===== config.mk =====
export PLATFORM = sky130hd
export DESIGN_NAME = bc_round_controller
export DESIGN_NICKNAME = d
export VERILOG_FILES = /design/src/rtl/bc_round_controller.sv
export SDC_FILE = /design/constraint.sdc
export NUM_CORES = 1
export LEC_CHECK = 0
export ABC_CLOCK_PERIOD_IN_PS = 3000
export CAP_MARGIN = 15
export CORE_UTILIZATION = 53
export CTS_CLUSTER_DIAMETER = 200
export DETAILED_ROUTE_END_ITERATION = 12
export PLACE_DENSITY = 0.8
export SLEW_MARGIN = 5
export SYNTH_ARGS = -nofsm -noshare
export SYNTH_HDL_FRONTEND = slang
export SYNTH_SLANG_ARGS = --single-unit

===== constraint.sdc =====
create_clock -name clk -period 3 [get_ports clk]
set_input_delay 0.3 -clock clk [delete_from_list [all_inputs] [get_ports clk]]
set_output_delay 0.3 -clock clk [all_outputs]
set_load 0.02 [all_outputs]

===== src/rtl/bc_round_controller.sv =====
// Bulls and Cows round sequencer: answer generation/load, guess entry, check strobe, result hold, win/lose.
// Optional build macro DUP_REJECT_EN rejects guesses with repeated digits and adds the dup_err pulse.
module bc_round_controller #(
  parameter int          MAX_ATTEMPTS = 10,
  parameter int          HOLD_CYCLES  = 50000000,
  parameter logic [15:0] LFSR_SEED    = 16'hACE1
) (
  input  logic        clk,
  input  logic        rst,
  input  logic        start,
  input  logic        answer_we,
  input  logic [15:0] answer_in,
  input  logic        digit_valid,
  input  logic [3:0]  digit,
  input  logic        clear,
  input  logic [3:0]  strike,
  input  logic [3:0]  ball,
  output logic [15:0] answer,
  output logic [15:0] guess,
  output logic [2:0]  digit_cnt,
  output logic        check_en,
  output logic [3:0]  attempts,
  output logic [2:0]  state,
  output logic        win,
  output logic        lose,
  output logic        piezo_en,
  output logic        motor_en
`ifdef DUP_REJECT_EN
  ,
  output logic        dup_err
`endif
);

  typedef enum logic [2:0] {
    S_IDLE = 3'd0, S_GEN = 3'd1, S_ENTRY = 3'd2, S_CHECK = 3'd3,
    S_WAIT = 3'd4, S_SHOW = 3'd5, S_WIN = 3'd6, S_LOSE = 3'd7
  } state_t;

  localparam int              HC_W      = (HOLD_CYCLES > 1) ? $clog2(HOLD_CYCLES) : 1;
  localparam logic [HC_W-1:0] HOLD_LAST = HC_W'(HOLD_CYCLES - 1);
  localparam logic [4:0]      MAX_ATT   = 5'(MAX_ATTEMPTS);

  state_t          st;
  logic [15:0]     lfsr;
  logic [2:0]      gen_cnt;
  logic [HC_W-1:0] hold_cnt;
  logic [3:0]      cand, att_next;
  logic [15:0]     guess_next;
  logic            lfsr_fb, cand_ok, last_att;
  logic            ball_unused;

  assign state       = st;
  assign ball_unused = ^ball;
  assign lfsr_fb     = lfsr[15] ^ lfsr[13] ^ lfsr[12] ^ lfsr[10];
  assign cand        = lfsr[3:0];
  // answer was zeroed on start, so only the nibbles already accepted take part in the uniqueness test
  assign cand_ok     = (cand <= 4'd9)
                     && !((gen_cnt >= 3'd1) && (answer[3:0]  == cand))
                     && !((gen_cnt >= 3'd2) && (answer[7:4]  == cand))
                     && !((gen_cnt >= 3'd3) && (answer[11:8] == cand));
  assign att_next    = (attempts == 4'hF) ? 4'hF : attempts + 4'd1;
  assign last_att    = ({1'b0, attempts} + 5'd1) == MAX_ATT;
  assign guess_next  = {guess[11:0], digit};

`ifdef DUP_REJECT_EN
  logic guess_dup;
  assign guess_dup = (guess_next[15:12] == guess_next[11:8]) || (guess_next[15:12] == guess_next[7:4])
                  || (guess_next[15:12] == guess_next[3:0])  || (guess_next[11:8]  == guess_next[7:4])
                  || (guess_next[11:8]  == guess_next[3:0])  || (guess_next[7:4]   == guess_next[3:0]);
`endif

  always_ff @(posedge clk or posedge rst) begin
    if (rst) begin
      st        <= S_IDLE;
      lfsr      <= LFSR_SEED;
      gen_cnt   <= '0;
      hold_cnt  <= '0;
      answer    <= '0;
      guess     <= '0;
      digit_cnt <= '0;
      check_en  <= 1'b0;
      attempts  <= '0;
      win       <= 1'b0;
      lose      <= 1'b0;
      piezo_en  <= 1'b0;
      motor_en  <= 1'b0;
`ifdef DUP_REJECT_EN
      dup_err   <= 1'b0;
`endif
    end else begin
      lfsr     <= {lfsr[14:0], lfsr_fb};
      check_en <= 1'b0;
`ifdef DUP_REJECT_EN
      dup_err  <= 1'b0;
`endif
      if (answer_we || start) begin
        guess     <= '0;
        digit_cnt <= '0;
        attempts  <= '0;
        win       <= 1'b0;
        lose      <= 1'b0;
        piezo_en  <= 1'b0;
        motor_en  <= 1'b0;
        hold_cnt  <= '0;
        gen_cnt   <= '0;
        answer    <= answer_we ? answer_in : 16'h0;
        st        <= answer_we ? S_ENTRY : S_GEN;
      end else begin
        case (st)
          S_GEN: if (cand_ok) begin
            answer  <= {answer[11:0], cand};
            gen_cnt <= gen_cnt + 3'd1;
            if (gen_cnt == 3'd3) st <= S_ENTRY;
          end
          S_ENTRY: begin
            if (clear) begin
              guess     <= '0;
              digit_cnt <= '0;
            end else if (digit_valid && (digit <= 4'd9)) begin
`ifdef DUP_REJECT_EN
              if ((digit_cnt == 3'd3) && guess_dup) begin
                guess     <= '0;
                digit_cnt <= '0;
                dup_err   <= 1'b1;
              end else
`endif
              begin
                guess     <= guess_next;
                digit_cnt <= digit_cnt + 3'd1;
                // strobe is registered so it lines up with the single CHECK cycle
                if (digit_cnt == 3'd3) begin
                  st       <= S_CHECK;
                  check_en <= 1'b1;
                end
              end
            end
          end
          S_CHECK: st <= S_WAIT;
          S_WAIT: begin
            attempts <= att_next;
            hold_cnt <= '0;
            if (strike == 4'd4) begin
              st       <= S_WIN;
              win      <= 1'b1;
              motor_en <= 1'b1;
              piezo_en <= 1'b1;
            end else if (last_att) begin
              st       <= S_LOSE;
              lose     <= 1'b1;
              motor_en <= 1'b0;
              piezo_en <= 1'b1;
            end else begin
              st <= S_SHOW;
            end
          end
          S_SHOW: begin
            if (hold_cnt == HOLD_LAST) begin
              st        <= S_ENTRY;
              guess     <= '0;
              digit_cnt <= '0;
              hold_cnt  <= '0;
            end else begin
              hold_cnt <= hold_cnt + 1'b1;
            end
          end
          S_WIN, S_LOSE: if (piezo_en) begin
            if (hold_cnt == HOLD_LAST) piezo_en <= 1'b0;
            else                       hold_cnt <= hold_cnt + 1'b1;
          end
          default: ;
        endcase
      end
    end
  end

endmodule

==> results.md <==
Power and ir drop:
- The cell leakage power is 2.31 nW.
- The worst vdd rail ir drop is 423 µV.
- The power per cell area is 447 nW/µm².

Clocking:
- In this run, post-CTS hold repair placed 0 buffers.
- The number of resized instances in the post-cts repair step is 0.
- The clock latency of the later-clocked register in the worst-skew pair is 0.36 ns.
- Counting the buffers created by CTS gives 9.
- The number of sinks handled by clock tree synthesis is 92.
- The CTS tree is built.
- The longest clock path from root to sink contains 2 buffers.
- The buffer type at the clock tree root is sky130_fd_sc_hd__clkbuf_8.
- Clock-pin slew was measured on the worst setup and hold paths at 0.09 ns.
- The H-tree depth is 3.
- The post-CTS setup buffer count is 0.

Global route:
- The largest net degree at the start of global routing is 51.
- The global-route total usage across every layer is 0.236.
- The via count of the first global-routing pass is 3,549.
- The aggregate global routing overflow is 0.
- The first global-routing pass estimated 16.7 mm of wire.
- The number of antenna violations at the first check in global routing was 0.

Logic synthesis:
- Of the total synthesized cell area, the portion taken by full adders, half adders and majority gates is 0.0214.
- Each instance of the synthesized netlist takes up on average 10.3 µm².
- By area, the combinational part of the netlist is dominated by simple AND/OR/NAND/NOR gates.
- The simple-gate share of the synthesized area is 0.178.
- The synthesized flop and latch total is 92.
- The proportion of register bits with asynchronous set or reset after synthesis is 1.00.
- Of the total synthesized cell area, the portion taken by XOR and XNOR cells is 0.0432.
- The multiplexer share of the synthesized area is 0.0488.
- For this run, the register share of the synthesized area comes to 0.495.
- The post-synthesis instance total is 452.
- The area of the mapped netlist is 4670 µm².
- The count of yosys warnings during synthesis is 0.
- The net count after synthesis is 494.
- The number of enable-type register cells in the synthesized netlist is 0.
- The top flip-flop cell by instance count after synthesis is sky130_fd_sc_hd__dfrtp_1.
- The compound-gate portion of the synthesized area is 0.172.
- The number of distinct library cell variants in the gate-level netlist after synthesis is 65.

Worst hold path:
- The tightest min-delay check is of the reg2reg type.

Critical path:
- The maximum fanout encountered on the critical timing path is 16.
- The type of the worst setup path is reg2reg.
- The critical path required time is 3.25 ns.
- The endpoint arrival time on the critical path is 2.51 ns.
- STA classifies the critical path startpoint as a register.
- The worst register-to-register path has a setup slack of 0.74 ns.
- STA classifies the critical path endpoint as a register.

Status:
- The run finished with clean final reports.

Placed design:
- Detailed placement ended at an HPWL of 7.03 mm.
- The final weighted congestion of routability-driven global placement is 0.935.
- Port buffering added 76 buffers.

STA:
- The worst setup skew after layout is 0.0112 ns.
- For the finished layout, the period the worst path requires is 2.26 ns.
- For the final routed database, the setup TNS stands at 0 ns.
- Measured against its own limit, the worst slew margin works out to 0.522.
- The achievable frequency is 0.442 GHz.
- Setup repair after global routing left no endpoint under its margin.
- Hold is met by 0.357 ns.
- The number of hold-slack violations in the final timing report is 0.
- The number of pins exceeding their max-slew limit in the final report is 0.
- Setup violations remaining at the end of the flow were counted as 0.
- The share of the cycle needed by the critical path after routing is 0.754.
- For the pin with the worst max-slew slack, the measured transition is 0.707 ns.

Layout:
- The share of final-layout standard cells stronger than drive strength 1 is 0.127.
- Leaving out fill and tap cells, the most frequent cell in the layout is sky130_fd_sc_hd__dfrtp_1.
- The final layout net count is 566.
- The antenna cell count is 0.
- From synthesis to final layout, the design area changed by 21.9%.
- Leaving out fill and tap cells, the most frequent cells in the layout are 84 x sky130_fd_sc_hd__dfrtp_1, 76 x sky130_fd_sc_hd__clkdlybuf4s50_1, 65 x sky130_fd_sc_hd__nand2_1.

Detailed routing:
- The first detailed-routing pass ran for 5 iterations.
- The number of violations reported at the end of detailed-routing iteration 0 is 183.
- After detailed routing, the number of vias per cell comes to 5.81.
- The number of vias after detailed routing is 3,684.
- The total wire length after detailed routing is 10.1 mm.
- After detailed routing, the average wire length per cell comes to 15.9 µm.
- The number of remaining DRC errors is 0.
- The number of nets with antenna violations after detailed routing is 0.

Floorplan:
- The initial cell density of the core is 0.557.
- The core region is 8380 µm².
- The floorplan has 33 rows.
- The count of pins on the block boundary is 81.
- The overall die height is 95.9 µm.
- The total die area is 9190 µm².
- The die is 95.9 µm wide.

Job:
- The total of max-cap violations is 0.
## power breakdown
part           internal [W]  total (W)  switching, W
Clock              0.000416   0.000871      0.000455
Sequential          0.00127    0.00132     0.0000515
Combinational      0.000176   0.000348      0.000172
## routing by layer
layer / wire [µm] / track usage
met1: 4560 / 0.311
met2: 4830 / 0.390
met3: 583 / 0.0585
met4: 102 / 0.0647
met5: 0 / 0
## flip-flops by register name, indices dropped and copies added, names as in the netlist, 3 cells and up
register and cells:
answer 16, attempts 4, digit_cnt 3, gen_cnt 3, guess 16, hold_cnt 26
lfsr 16, state 3
## path summary, 6_finish.rpt
check                           startpoint     endpoint  cells past startpoint
max in group asynchronous              rst  hold_cnt[8]                      3
worst min-delay path               lfsr[9]     lfsr[10]                      0
worst max register to register  gen_cnt[1]    answer[9]                      8
worst min register to register     lfsr[9]     lfsr[10]                      0
min in group asynchronous              rst    guess[13]                      3
worst max-delay path            gen_cnt[1]    answer[9]                      8
## cell usage after synthesis (8+ instances only)
| master | number | area, µm² |
|---|---|---|
| sky130_fd_sc_hd__dfrtp_1 | 84 | 2100 |
| sky130_fd_sc_hd__nand2_1 | 65 | 244 |
| sky130_fd_sc_hd__o21ai_0 | 35 | 175 |
| sky130_fd_sc_hd__nor2_1 | 21 | 78.8 |
| sky130_fd_sc_hd__a21oi_1 | 17 | 85.1 |
| sky130_fd_sc_hd__a22o_1 | 15 | 131 |
| sky130_fd_sc_hd__xnor2_1 | 13 | 114 |
| sky130_fd_sc_hd__nand3_1 | 12 | 60.1 |
| sky130_fd_sc_hd__inv_1 | 10 | 37.5 |
| sky130_fd_sc_hd__mux2_4 | 10 | 150 |
| sky130_fd_sc_hd__xor2_1 | 10 | 87.6 |
| sky130_fd_sc_hd__clkbuf_1 | 9 | 33.8 |
| sky130_fd_sc_hd__dfstp_2 | 8 | 210 |
| sky130_fd_sc_hd__ha_1 | 8 | 100 |
| sky130_fd_sc_hd__nor3_1 | 8 | 40.0 |
## metrics by stage
| step | power [W] | std cells | util | setup slack (ns) | cell area [µm²] |
|---|---|---|---|---|---|
| global placement | 0.00169 | 618 | 0.654 | 0.768 | 5480 |
| finish | 0.00254 | 634 | 0.679 | 0.739 | 5690 |
| global route | 0.00265 | 634 | 0.679 | 0.596 | 5690 |
| CTS | 0.00256 | 634 | 0.679 | 0.737 | 5690 |
| floorplan | 0.00155 | 452 | - | 0.321 | 4670 |
| detailed placement | 0.00170 | 618 | 0.654 | 0.732 | 5480 |
## worst max-delay path: stages, from the launching register on
cell and delay, ns:
sky130_fd_sc_hd__dfrtp_1 0.49, sky130_fd_sc_hd__ha_1 0.21, sky130_fd_sc_hd__ha_1 0.19, sky130_fd_sc_hd__a211o_1 0.11, sky130_fd_sc_hd__nand3_1 0.07, sky130_fd_sc_hd__o22a_2 0.26, sky130_fd_sc_hd__nand4_4 0.13, sky130_fd_sc_hd__and2_4 0.34
sky130_fd_sc_hd__mux2_2 0.37
## cells by family (layout without fill, tap and decap cells)
logic type,Yosys count,in the layout
simple gates,163,163
compound gates,116,116
flops,92,92
buf+inv,33,110
xor+xnor,23,23
mux,17,17
fa+ha+maj,8,8
## layout make-up
cell class              count  area [µm²]
well taps                 105         131
flip-flops and latches     92        2310
clock buffers              10         138
repair buffers             84         833
multi-input cells         327        2170
inverters                  10        38.8
clock inverters             6        68.8
fillers                   639        2690
Note: power is estimated with default switching activity, not from simulation.
